File: config.mk
export PLATFORM = sky130hd
export DESIGN_NAME = dmem_port_arbiter_flat
export DESIGN_NICKNAME = d
export VERILOG_FILES = /design/src/rtl/dmem_arb_pkg.sv /design/src/rtl/dmem_port_arbiter_if.sv /design/src/rtl/arb_starve_cnt.sv /design/src/rtl/dmem_port_arbiter.sv /design/src/flat_wrapper.sv
export SDC_FILE = /design/constraint.sdc
export NUM_CORES = 1
export LEC_CHECK = 0
export BUFFER_PORTS_ARGS = -buffer_cell sky130_fd_sc_hd__buf_2
export CELL_PAD_IN_SITES_DETAIL_PLACEMENT = 2
export CELL_PAD_IN_SITES_GLOBAL_PLACEMENT = 2
export CORE_MARGIN = 5
export CORE_UTILIZATION = 18
export CTS_BUF_LIST = sky130_fd_sc_hd__clkbuf_8 sky130_fd_sc_hd__clkbuf_16
export DETAILED_ROUTE_END_ITERATION = 8
export GPL_ROUTABILITY_DRIVEN = 0
export PLACE_DENSITY = 0.84
export SYNTH_ARGS = -nofsm -noshare
export SYNTH_HDL_FRONTEND = slang
export SYNTH_SLANG_ARGS = --single-unit
File: constraint.sdc
create_clock -name clock -period 2 [get_ports clock]
set_clock_uncertainty 0.05 [all_clocks]
set_input_delay 0.3 -clock clock [delete_from_list [all_inputs] [get_ports clock]]
set_output_delay 0.3 -clock clock [all_outputs]
set_load 0.03 [all_outputs]
File: src/rtl/dmem_arb_pkg.sv
// Shared types and default sizing for the data-RAM port arbiter.
package dmem_arb_pkg;

    localparam int unsigned DEF_ADDR_W   = 10;
    localparam int unsigned DEF_DATA_W   = 32;
    localparam int unsigned DEF_BURST_W  = 4;
    localparam int unsigned DEF_MAX_WAIT = 8;

    // IDLE: no burst latched; BURST: burst latched, one beat per granted cycle
    typedef enum logic {
        ARB_IDLE  = 1'b0,
        ARB_BURST = 1'b1
    } arb_state_e;

    // Width of a counter that must hold values 0..max_val
    function automatic int unsigned cnt_width(input int unsigned max_val);
        return (max_val < 1) ? 1 : $clog2(max_val + 1);
    endfunction

endpackage

File: src/rtl/dmem_port_arbiter_if.sv
// Bundle of CPU, host-loader and dram signals around the data-RAM arbiter.
interface dmem_port_arbiter_if
    import dmem_arb_pkg::*;
#(
    parameter int unsigned ADDR_W  = DEF_ADDR_W,
    parameter int unsigned DATA_W  = DEF_DATA_W,
    parameter int unsigned BURST_W = DEF_BURST_W
);

    // CPU load/store path
    logic              cpu_req;
    logic              cpu_we;
    logic [ADDR_W-1:0] cpu_addr;
    logic [DATA_W-1:0] cpu_wdata;
    logic [DATA_W-1:0] cpu_rdata;
    logic              cpu_stall;

    // Host/debug loader
    logic               host_req;
    logic               host_we;
    logic [ADDR_W-1:0]  host_addr;
    logic [BURST_W-1:0] host_len;
    logic [DATA_W-1:0]  host_wdata;
    logic               host_gnt;
    logic [DATA_W-1:0]  host_rdata;
    logic               host_rvalid;
    logic               host_done;

    // Single-port dram
    logic              mem_we;
    logic [ADDR_W-1:0] mem_addr;
    logic [DATA_W-1:0] mem_wdata;
    logic [DATA_W-1:0] mem_rdata;

    // Arbiter side
    modport slave (
        input  cpu_req, cpu_we, cpu_addr, cpu_wdata,
        output cpu_rdata, cpu_stall,
        input  host_req, host_we, host_addr, host_len, host_wdata,
        output host_gnt, host_rdata, host_rvalid, host_done,
        output mem_we, mem_addr, mem_wdata,
        input  mem_rdata
    );

    // Environment side (core, loader and dram together)
    modport master (
        output cpu_req, cpu_we, cpu_addr, cpu_wdata,
        input  cpu_rdata, cpu_stall,
        output host_req, host_we, host_addr, host_len, host_wdata,
        input  host_gnt, host_rdata, host_rvalid, host_done,
        input  mem_we, mem_addr, mem_wdata,
        output mem_rdata
    );

endinterface

File: src/rtl/arb_starve_cnt.sv
// Counts consecutive cycles the host was denied; flags when it must be forced through.
module arb_starve_cnt
    import dmem_arb_pkg::*;
#(
    parameter int unsigned MAX_WAIT = DEF_MAX_WAIT
) (
    input  logic clock,
    input  logic reset,
    input  logic host_act,
    input  logic host_win,
    output logic force_beat_c
);

    localparam int unsigned CNT_W = cnt_width(MAX_WAIT);

    logic [CNT_W-1:0] wait_q;

    // Saturating denied-cycle counter; any host beat or an absent host clears it
    always_ff @(posedge clock) begin
        if (reset) begin
            wait_q <= '0;
        end else if (host_win || !host_act) begin
            wait_q <= '0;
        end else if (wait_q != CNT_W'(MAX_WAIT)) begin
            wait_q <= wait_q + CNT_W'(1);
        end
    end

    // Host has waited long enough to take the port from the CPU
    assign force_beat_c = (wait_q == CNT_W'(MAX_WAIT));

endmodule

File: src/rtl/dmem_port_arbiter.sv
// Shares the single-port data RAM between the CPU and a host burst loader.
// CPU wins by default; a starved host gets one forced beat, stalling the CPU.
module dmem_port_arbiter
    import dmem_arb_pkg::*;
#(
    parameter int unsigned ADDR_W   = DEF_ADDR_W,
    parameter int unsigned DATA_W   = DEF_DATA_W,
    parameter int unsigned BURST_W  = DEF_BURST_W,
    parameter int unsigned MAX_WAIT = DEF_MAX_WAIT
) (
    input  logic clock,
    input  logic reset,
    dmem_port_arbiter_if.slave bus
);

    arb_state_e         state_q, state_d;
    logic [BURST_W-1:0] beat_q, beat_d;
    logic [BURST_W-1:0] len_q, len_d;
    logic [ADDR_W-1:0]  base_q, base_d;
    logic               we_q, we_d;
    logic [DATA_W-1:0]  rdata_q, rdata_d;
    logic               rvalid_q, rvalid_d;
    logic               done_q, done_d;

    logic               host_act;
    logic               host_win;
    logic               force_beat_c;
    logic               cur_we;
    logic [BURST_W-1:0] cur_len;
    logic [BURST_W-1:0] cur_idx;
    logic               last_beat;
    logic [ADDR_W-1:0]  beat_addr;

    logic               mem_we_c;
    logic [ADDR_W-1:0]  mem_addr_c;
    logic [DATA_W-1:0]  mem_wdata_c;

    arb_starve_cnt #(
        .MAX_WAIT (MAX_WAIT)
    ) u_starve (
        .clock        (clock),
        .reset        (reset),
        .host_act     (host_act),
        .host_win     (host_win),
        .force_beat_c (force_beat_c)
    );

    // Current host beat: taken live from the ports in IDLE, from the latched burst otherwise
    always_comb begin
        host_act  = 1'b1;
        cur_we    = we_q;
        cur_len   = len_q;
        cur_idx   = beat_q;
        beat_addr = base_q + ADDR_W'(beat_q);
        if (state_q == ARB_IDLE) begin
            host_act  = bus.host_req;
            cur_we    = bus.host_we;
            cur_len   = bus.host_len;
            cur_idx   = '0;
            beat_addr = bus.host_addr;
        end
        host_win  = host_act && (!bus.cpu_req || force_beat_c);
        last_beat = (cur_idx == cur_len);
    end

    // Burst FSM next state plus registered host read/done responses
    always_comb begin
        state_d  = state_q;
        beat_d   = beat_q;
        len_d    = len_q;
        base_d   = base_q;
        we_d     = we_q;
        rdata_d  = rdata_q;
        rvalid_d = 1'b0;
        done_d   = 1'b0;

        case (state_q)
            ARB_IDLE: begin
                if (bus.host_req) begin
                    we_d    = bus.host_we;
                    base_d  = bus.host_addr;
                    len_d   = bus.host_len;
                    beat_d  = '0;
                    state_d = ARB_BURST;
                    if (host_win) begin
                        if (last_beat) begin
                            // Single-beat burst finished on acceptance
                            state_d = ARB_IDLE;
                            done_d  = 1'b1;
                        end else begin
                            beat_d = BURST_W'(1);
                        end
                    end
                end
            end
            ARB_BURST: begin
                if (host_win) begin
                    if (last_beat) begin
                        state_d = ARB_IDLE;
                        beat_d  = '0;
                        done_d  = 1'b1;
                    end else begin
                        beat_d = beat_q + BURST_W'(1);
                    end
                end
            end
            default: begin
                state_d = ARB_IDLE;
            end
        endcase

        if (host_win && !cur_we) begin
            rvalid_d = 1'b1;
            rdata_d  = bus.mem_rdata;
        end
    end

    // State and response registers; reset abandons any burst in flight
    always_ff @(posedge clock) begin
        if (reset) begin
            state_q  <= ARB_IDLE;
            beat_q   <= '0;
            len_q    <= '0;
            base_q   <= '0;
            we_q     <= 1'b0;
            rdata_q  <= '0;
            rvalid_q <= 1'b0;
            done_q   <= 1'b0;
        end else begin
            state_q  <= state_d;
            beat_q   <= beat_d;
            len_q    <= len_d;
            base_q   <= base_d;
            we_q     <= we_d;
            rdata_q  <= rdata_d;
            rvalid_q <= rvalid_d;
            done_q   <= done_d;
        end
    end

    // dram port mux; writes are blocked while reset is held so no abandoned beat lands
    always_comb begin
        mem_we_c    = 1'b0;
        mem_addr_c  = bus.cpu_addr;
        mem_wdata_c = bus.cpu_wdata;
        if (host_win) begin
            mem_we_c    = cur_we;
            mem_addr_c  = beat_addr;
            mem_wdata_c = bus.host_wdata;
        end else if (bus.cpu_req) begin
            mem_we_c    = bus.cpu_we;
            mem_addr_c  = bus.cpu_addr;
            mem_wdata_c = bus.cpu_wdata;
        end
        mem_we_c = mem_we_c && !reset;
    end

    assign bus.mem_we      = mem_we_c;
    assign bus.mem_addr    = mem_addr_c;
    assign bus.mem_wdata   = mem_wdata_c;
    assign bus.cpu_rdata   = bus.mem_rdata;
    assign bus.cpu_stall   = bus.cpu_req && host_win;
    assign bus.host_gnt    = host_win;
    assign bus.host_rdata  = rdata_q;
    assign bus.host_rvalid = rvalid_q;
    assign bus.host_done   = done_q;

endmodule

File: src/flat_wrapper.sv
// flat-port wrapper written by rule: the top's interface ports become plain ports
module dmem_port_arbiter_flat import dmem_arb_pkg::*;
#(
    parameter int unsigned ADDR_W   = DEF_ADDR_W,
    parameter int unsigned DATA_W   = DEF_DATA_W,
    parameter int unsigned BURST_W  = DEF_BURST_W,
    parameter int unsigned MAX_WAIT = DEF_MAX_WAIT
)
  (clock, reset, bus_cpu_req, bus_cpu_we, bus_cpu_addr, bus_cpu_wdata, bus_cpu_rdata, bus_cpu_stall, bus_host_req, bus_host_we, bus_host_addr, bus_host_len, bus_host_wdata, bus_host_gnt, bus_host_rdata, bus_host_rvalid, bus_host_done, bus_mem_we, bus_mem_addr, bus_mem_wdata, bus_mem_rdata);
  dmem_port_arbiter_if #(.ADDR_W(ADDR_W), .DATA_W(DATA_W), .BURST_W(BURST_W)) bus_i ();
  input  logic clock;
  input  logic reset;
  input wire logic [$bits(bus_i.cpu_req)-1:0] bus_cpu_req;
  input wire logic [$bits(bus_i.cpu_we)-1:0] bus_cpu_we;
  input wire logic [$bits(bus_i.cpu_addr)-1:0] bus_cpu_addr;
  input wire logic [$bits(bus_i.cpu_wdata)-1:0] bus_cpu_wdata;
  output wire logic [$bits(bus_i.cpu_rdata)-1:0] bus_cpu_rdata;
  output wire logic [$bits(bus_i.cpu_stall)-1:0] bus_cpu_stall;
  input wire logic [$bits(bus_i.host_req)-1:0] bus_host_req;
  input wire logic [$bits(bus_i.host_we)-1:0] bus_host_we;
  input wire logic [$bits(bus_i.host_addr)-1:0] bus_host_addr;
  input wire logic [$bits(bus_i.host_len)-1:0] bus_host_len;
  input wire logic [$bits(bus_i.host_wdata)-1:0] bus_host_wdata;
  output wire logic [$bits(bus_i.host_gnt)-1:0] bus_host_gnt;
  output wire logic [$bits(bus_i.host_rdata)-1:0] bus_host_rdata;
  output wire logic [$bits(bus_i.host_rvalid)-1:0] bus_host_rvalid;
  output wire logic [$bits(bus_i.host_done)-1:0] bus_host_done;
  output wire logic [$bits(bus_i.mem_we)-1:0] bus_mem_we;
  output wire logic [$bits(bus_i.mem_addr)-1:0] bus_mem_addr;
  output wire logic [$bits(bus_i.mem_wdata)-1:0] bus_mem_wdata;
  input wire logic [$bits(bus_i.mem_rdata)-1:0] bus_mem_rdata;
  assign bus_i.cpu_req = bus_cpu_req;
  assign bus_i.cpu_we = bus_cpu_we;
  assign bus_i.cpu_addr = bus_cpu_addr;
  assign bus_i.cpu_wdata = bus_cpu_wdata;
  assign bus_cpu_rdata = bus_i.cpu_rdata;
  assign bus_cpu_stall = bus_i.cpu_stall;
  assign bus_i.host_req = bus_host_req;
  assign bus_i.host_we = bus_host_we;
  assign bus_i.host_addr = bus_host_addr;
  assign bus_i.host_len = bus_host_len;
  assign bus_i.host_wdata = bus_host_wdata;
  assign bus_host_gnt = bus_i.host_gnt;
  assign bus_host_rdata = bus_i.host_rdata;
  assign bus_host_rvalid = bus_i.host_rvalid;
  assign bus_host_done = bus_i.host_done;
  assign bus_mem_we = bus_i.mem_we;
  assign bus_mem_addr = bus_i.mem_addr;
  assign bus_mem_wdata = bus_i.mem_wdata;
  assign bus_i.mem_rdata = bus_mem_rdata;
  dmem_port_arbiter #(.ADDR_W(ADDR_W), .DATA_W(DATA_W), .BURST_W(BURST_W), .MAX_WAIT(MAX_WAIT)) u_core (.clock(clock), .reset(reset), .bus(bus_i));
endmodule
# Yosys cells after proc, flatten, opt, wreduce, memory -nomap -nowiden
# Index checks and enable logic that the tools add are counted.
[word_totals] register_bits=58 input_bits=126 out_inout_bits=111 elab_cells=55
[classes] n_addsub=3 n_eq_ne=5 muxes=24 bitwise_logic=1 n_reduce_logical=13
[op_table] operator="32-bit 2-to-1 mux" n=1
[op_table] operator="4-bit 2-to-1 mux" n=6
[op_table] operator="10-bit 2-to-1 mux" n=2
[op_table] operator="1-bit 2-to-1 mux" n=12
[op_table] operator="10-bit by 4-bit adder with 10-bit output" n=1
[op_table] operator="4-bit by 1-bit adder with 4-bit output (second input constant)" n=2
[op_table] operator="4-bit one-hot mux with 2 select lines" n=1
[op_table] operator="4-bit equality test" n=1
[op_table] operator="4-bit equality test (second input constant)" n=1
[op_table] operator="1-bit logical AND" n=4
[op_table] operator="1-bit zero test" n=4
[op_table] operator="2-bit inequality test (second input constant)" n=2
[op_table] operator="4-bit inequality test (second input constant)" n=1
[op_table] operator="1-bit one-hot mux with 2 select lines" n=2
[op_table] operator="2-bit AND reduction" n=2
[op_table] operator="1-bit logical OR" n=2
[op_table] operator="2-bit OR reduction" n=1
[op_table] operator="1-bit NOT" n=1

# Logic depth before layout (Yosys ltp)
[logic_depth] depth_word=6 ltp_mapped=10 depth_no_buf=9

# By module
# From an unflattened synthesis, not the netlist that was laid out.
[unflattened] hier_cells=477 area_unflattened_um2=3316.9
[modules_own_cells] module="dmem_port_arbiter" n_inst=1 cells_per_inst=457 area_per_inst_um2=3116.7 seq_area_each_um2=1081.0
[modules_own_cells] module="arb_starve_cnt" n_inst=1 cells_per_inst=20 area_per_inst_um2=200.2 seq_area_each_um2=80.1

# Worst setup path before layout
# Ideal clock, no wire load.
[synth_timing] kind="register -> output" start="register u_core.beat_q[0]" end="output port bus_mem_addr[6]" arrival_time_ns=2.297 required_time_ns=1.650 path_slack_ns=-0.647 stages_incl_launch_ff=8 n_path_buf=0 path_cell_list="dfxtp_1 ha_1 fa_1 a211o_1 o2111ai_1 xnor2_1 mux2i_1 o21ai_0"
[synth_via] elab_chain_len=3
[synth_rtl] element="from (decl)" line_no="dmem_port_arbiter.sv:17" text="logic [BURST_W-1:0] beat_q, beat_d;"
[synth_rtl] element="from (signal assigned)" line_no="dmem_port_arbiter.sv:131" text="beat_q <= beat_d;"
[synth_rtl] element="10-bit by 4-bit adder with 10-bit output" line_no="dmem_port_arbiter.sv:54" text="beat_addr = base_q + ADDR_W'(beat_q);"
[synth_rtl] element="10-bit 2-to-1 mux" line_no="dmem_port_arbiter.sv:55" text="if (state_q == ARB_IDLE) begin"
[synth_rtl] element="10-bit 2-to-1 mux" line_no="dmem_port_arbiter.sv:146" text="if (host_win) begin"
[synth_rtl] element="to (decl)" line_no="flat_wrapper.sv:29" text="output wire logic [$bits(bus_i.mem_addr)-1:0] bus_mem_addr;"
# No other way between the ends.

# Worst setup path after layout
[layout_timing] start="register u_core.beat_q[0]" end="output port bus_mem_addr[8]"
# Same word-level chain as after synthesis.

==> results.toml <==
[status]
status = "complete, but fails checks"
violations = "setup timing"

[setup_path]
start_kind = "flip-flop"
crit_fanout = 3
cp.arrival_ns = 2.22
reg2reg_slack_ns = -0.17
worstSetupStartpoint = "u_core.beat_q[0]"
rr_startpoint = "u_core.u_starve.wait_q[0]"
worstRegToRegCells = 12
crit_end = "bus_mem_addr[8]"
worstSetupPathType = "flip-flop to output pin"
r2r_end = "u_core.beat_q[3]"
required_ns = 1.65
cp-end-kind = "output pin"

[clocking]
cts_hold_buffers = 0
cts.htree.levels = 3
clkSlewWorstSetupHoldPaths_ns = 0.06
cts.sinks = 58
cts_buffers = 9
clk-insertion-delay-late_ns = 0.32
clock_path_buffers = 2
cts_tree = "yes"
root_buffer = "clkbuf_16"

[sta]
fmax_mhz = 389
finalSetupViolCount = 43
slew_violations = 0
rsz0062_at_grt = "yes"
hold_viol_final = 0
max_slew_margin = 0.710
fin_ws_ns = -0.570
setup_tns_ns = -8.63
min_period_over_period = 1.28
tightest_slew_ns = 0.434
finalCriticalPeriod_ns = 2.57

[global_route]
grt_pass1_wl_um = 24100
track_usage = 0.149
grt_pass1_vias = 4572
overflow = 0
grt_max_degree = 34
antenna_found_initial = 1

[floorplanning]
die_h_um = 142
die-area_um2 = 20200
rows = 48
core_region_area_um2 = 17200
start_util = 0.183
io_pins = 237
die_x_um = 142

[logic_synthesis]
synth_nets = 539
synth_common_cells = "135 x nand2_1, 58 x dfxtp_1, 32 x a22o_1, 32 x buf_4, 28 x a21oi_1"
synth_cell_types = 47
synth_most_common_cell = "nand2_1"
synth_area_um2 = 3150
seq_area_frac_synth = 0.369
yosys-top-cells-area = "dfxtp_1 37%, nand2_1 16%, a22o_1 8.9%"
yosysWarnings = 0
async_flop_share = 0
syn_avg_cell_area_um2 = 7.77
synthCells = 405
yosys_most_used_dff = "dfxtp_1"
synth_top_cell_by_area = "dfxtp_1"
synth_top_cell_area_share = 0.369
ys_seq_elements = 58
synth_edf_count = 0

[finish]
regArea_um2 = 1180
multiInputGateArea_um2 = 2250
layout-drive-gt1-share = 0.646
diodes = 0
fin_util = 0.355
nNetsFinal = 784
design_area_um2 = 6130
fill_cells = 1933
area_delta_synth_final_pct = 94.6

[place]
dpl-instance-area_um2 = 4690
numPortBuffers = 236
hpwl_um = 10500

[detailed_routing]
wirelength_um = 16100
post-route-drc-count = 0
ant_nets = 0
viasPerCell = 4.42
drtIter0Drc = 106
avgRoutedWirePerCell_um = 18.3
firstDrtPassIters = 4
vias = 3887

[pwr]
ir_drop_mv = 0.276
power_density_nw_per_um2 = 704
p_leak_nw = 3.09

[job]
max_cap_violations = 0

[min_path]
hp-class = "primary input to flip-flop"
-- layout by cell type (no fill, tap or decap), types with 3 or more instances in the layout --
cell type,count
dfxtp_2,6
clkinv_2,3
buf_4,28
buf_2,191
mux2i_1,5
o21ai_2,3
o21ai_4,3
nand3_1,3
a21oi_4,7
buf_6,53
nor2_1,15
nand2_2,33
or3_1,4
ha_4,4
a22o_1,32
nand2_1,64
buf_8,4
buf_12,9
inv_1,3
a21oi_2,3
clkbuf_16,9
dfxtp_1,50
nand2_4,39
xnor2_1,8
a21oi_1,19
o21ai_1,3
ha_1,3
-- metal layers --
| layer | routed length [µm] | up-vias | global-route usage |
|---|---|---|---|
| met1 | 6100 | 1883 | 0.163 |
| li1 | - | 1827 | - |
| met3 | 1260 | 11 | 0.0403 |
| met2 | 8650 | 164 | 0.285 |
| met5 | 13 | - | 0 |
| met4 | 117 | 2 | 0.0298 |
-- what timing repair did --
item / in CTS / in global routing
pin swaps: 79 / 47
resized for setup: 213 / 56
cloned: 6 / 0
setup endpoints to repair: 46 / 48
endpoints found under the hold margin: 0 / 0
buffers inserted: 22 / 4
-- worst max-delay path: stages (launching register included) --
cell	delay (ns)
dfxtp_4	0.35
ha_4	0.17
fa_2	0.39
a21o_1	0.20
a21oi_4	0.15
or3_1	0.12
a31oi_1	0.07
mux2_4	0.29
buf_6	0.14
-- stage by stage --
stage	setup slack (ns)	instances	hold WS, ns	power [mW]
3_5_place_dp	-0.323	841	0.411	2.39
2_1_floorplan	-0.178	405	0.376	1.98
3_3_place_gp	-0.252	841	0.398	2.36
6_report	-0.570	880	0.148	4.32
5_1_grt	-0.631	880	0.132	4.51
4_1_cts	-0.599	883	0.135	4.32
-- where the power goes --
part / switching (mW) / total [mW] / internal, mW / leakage [nW]
combinational: 0.851 / 1.48 / 0.624 / 2.46
sequential: 0.0446 / 1.26 / 1.22 / 0.478
clock: 0.552 / 1.58 / 1.02 / 0.151
total: 1.45 / 4.32 / 2.87 / 3.09
-- how the worst min path moves through the flow --
stage | startpoint | end | slack, ns | depth (start not counted)
after floorplan | bus_mem_rdata[12] | u_core.bus.host_rdata[12] | 0.38 | 1
after global placement | u_core.we_q | u_core.we_q | 0.40 | 2
after detailed placement | u_core.we_q | u_core.we_q | 0.41 | 2
after CTS | bus_mem_rdata[7] | u_core.bus.host_rdata[7] | 0.13 | 2
after global routing | bus_mem_rdata[3] | u_core.bus.host_rdata[3] | 0.13 | 2
final | bus_mem_rdata[7] | u_core.bus.host_rdata[7] | 0.15 | 2
-- cell families (layout without fill, tap and decap cells) --
family | count (synthesis) | count (layout) | share of synthesized area
and+or+nand+nor | 175 | 175 | 0.236
AOI/OAI and AO/OA | 88 | 88 | 0.199
buffers and inverters | 60 | 310 | 0.115
DFF | 58 | 58 | 0.369
xor gates and xnor gates | 10 | 10 | 0.0278
adders and majority gates | 8 | 8 | 0.0342
muxes | 6 | 6 | 0.0195
-- sequential cells by signal, summed over array words and instances, names as in the netlist --
register	flops
u_core.base_q	10
u_core.beat_q	4
u_core.bus.host_done	1
u_core.bus.host_rdata	32
u_core.bus.host_rvalid	1
u_core.len_q	4
u_core.state_q	1
u_core.u_starve.wait_q	4
u_core.we_q	1
-- final cells by class --
| class | count | share of cell area |
|---|---|---|
| multi-input cells | 287 | 0.367 |
| repair buffers | 288 | 0.341 |
| flip-flops and latches | 58 | 0.192 |
| well taps | 225 | 0.0460 |
| clock buffers | 11 | 0.0413 |
| clock inverters | 5 | 0.00858 |
| inverters | 6 | 0.00408 |
Power figures use the tool's default switching activity.
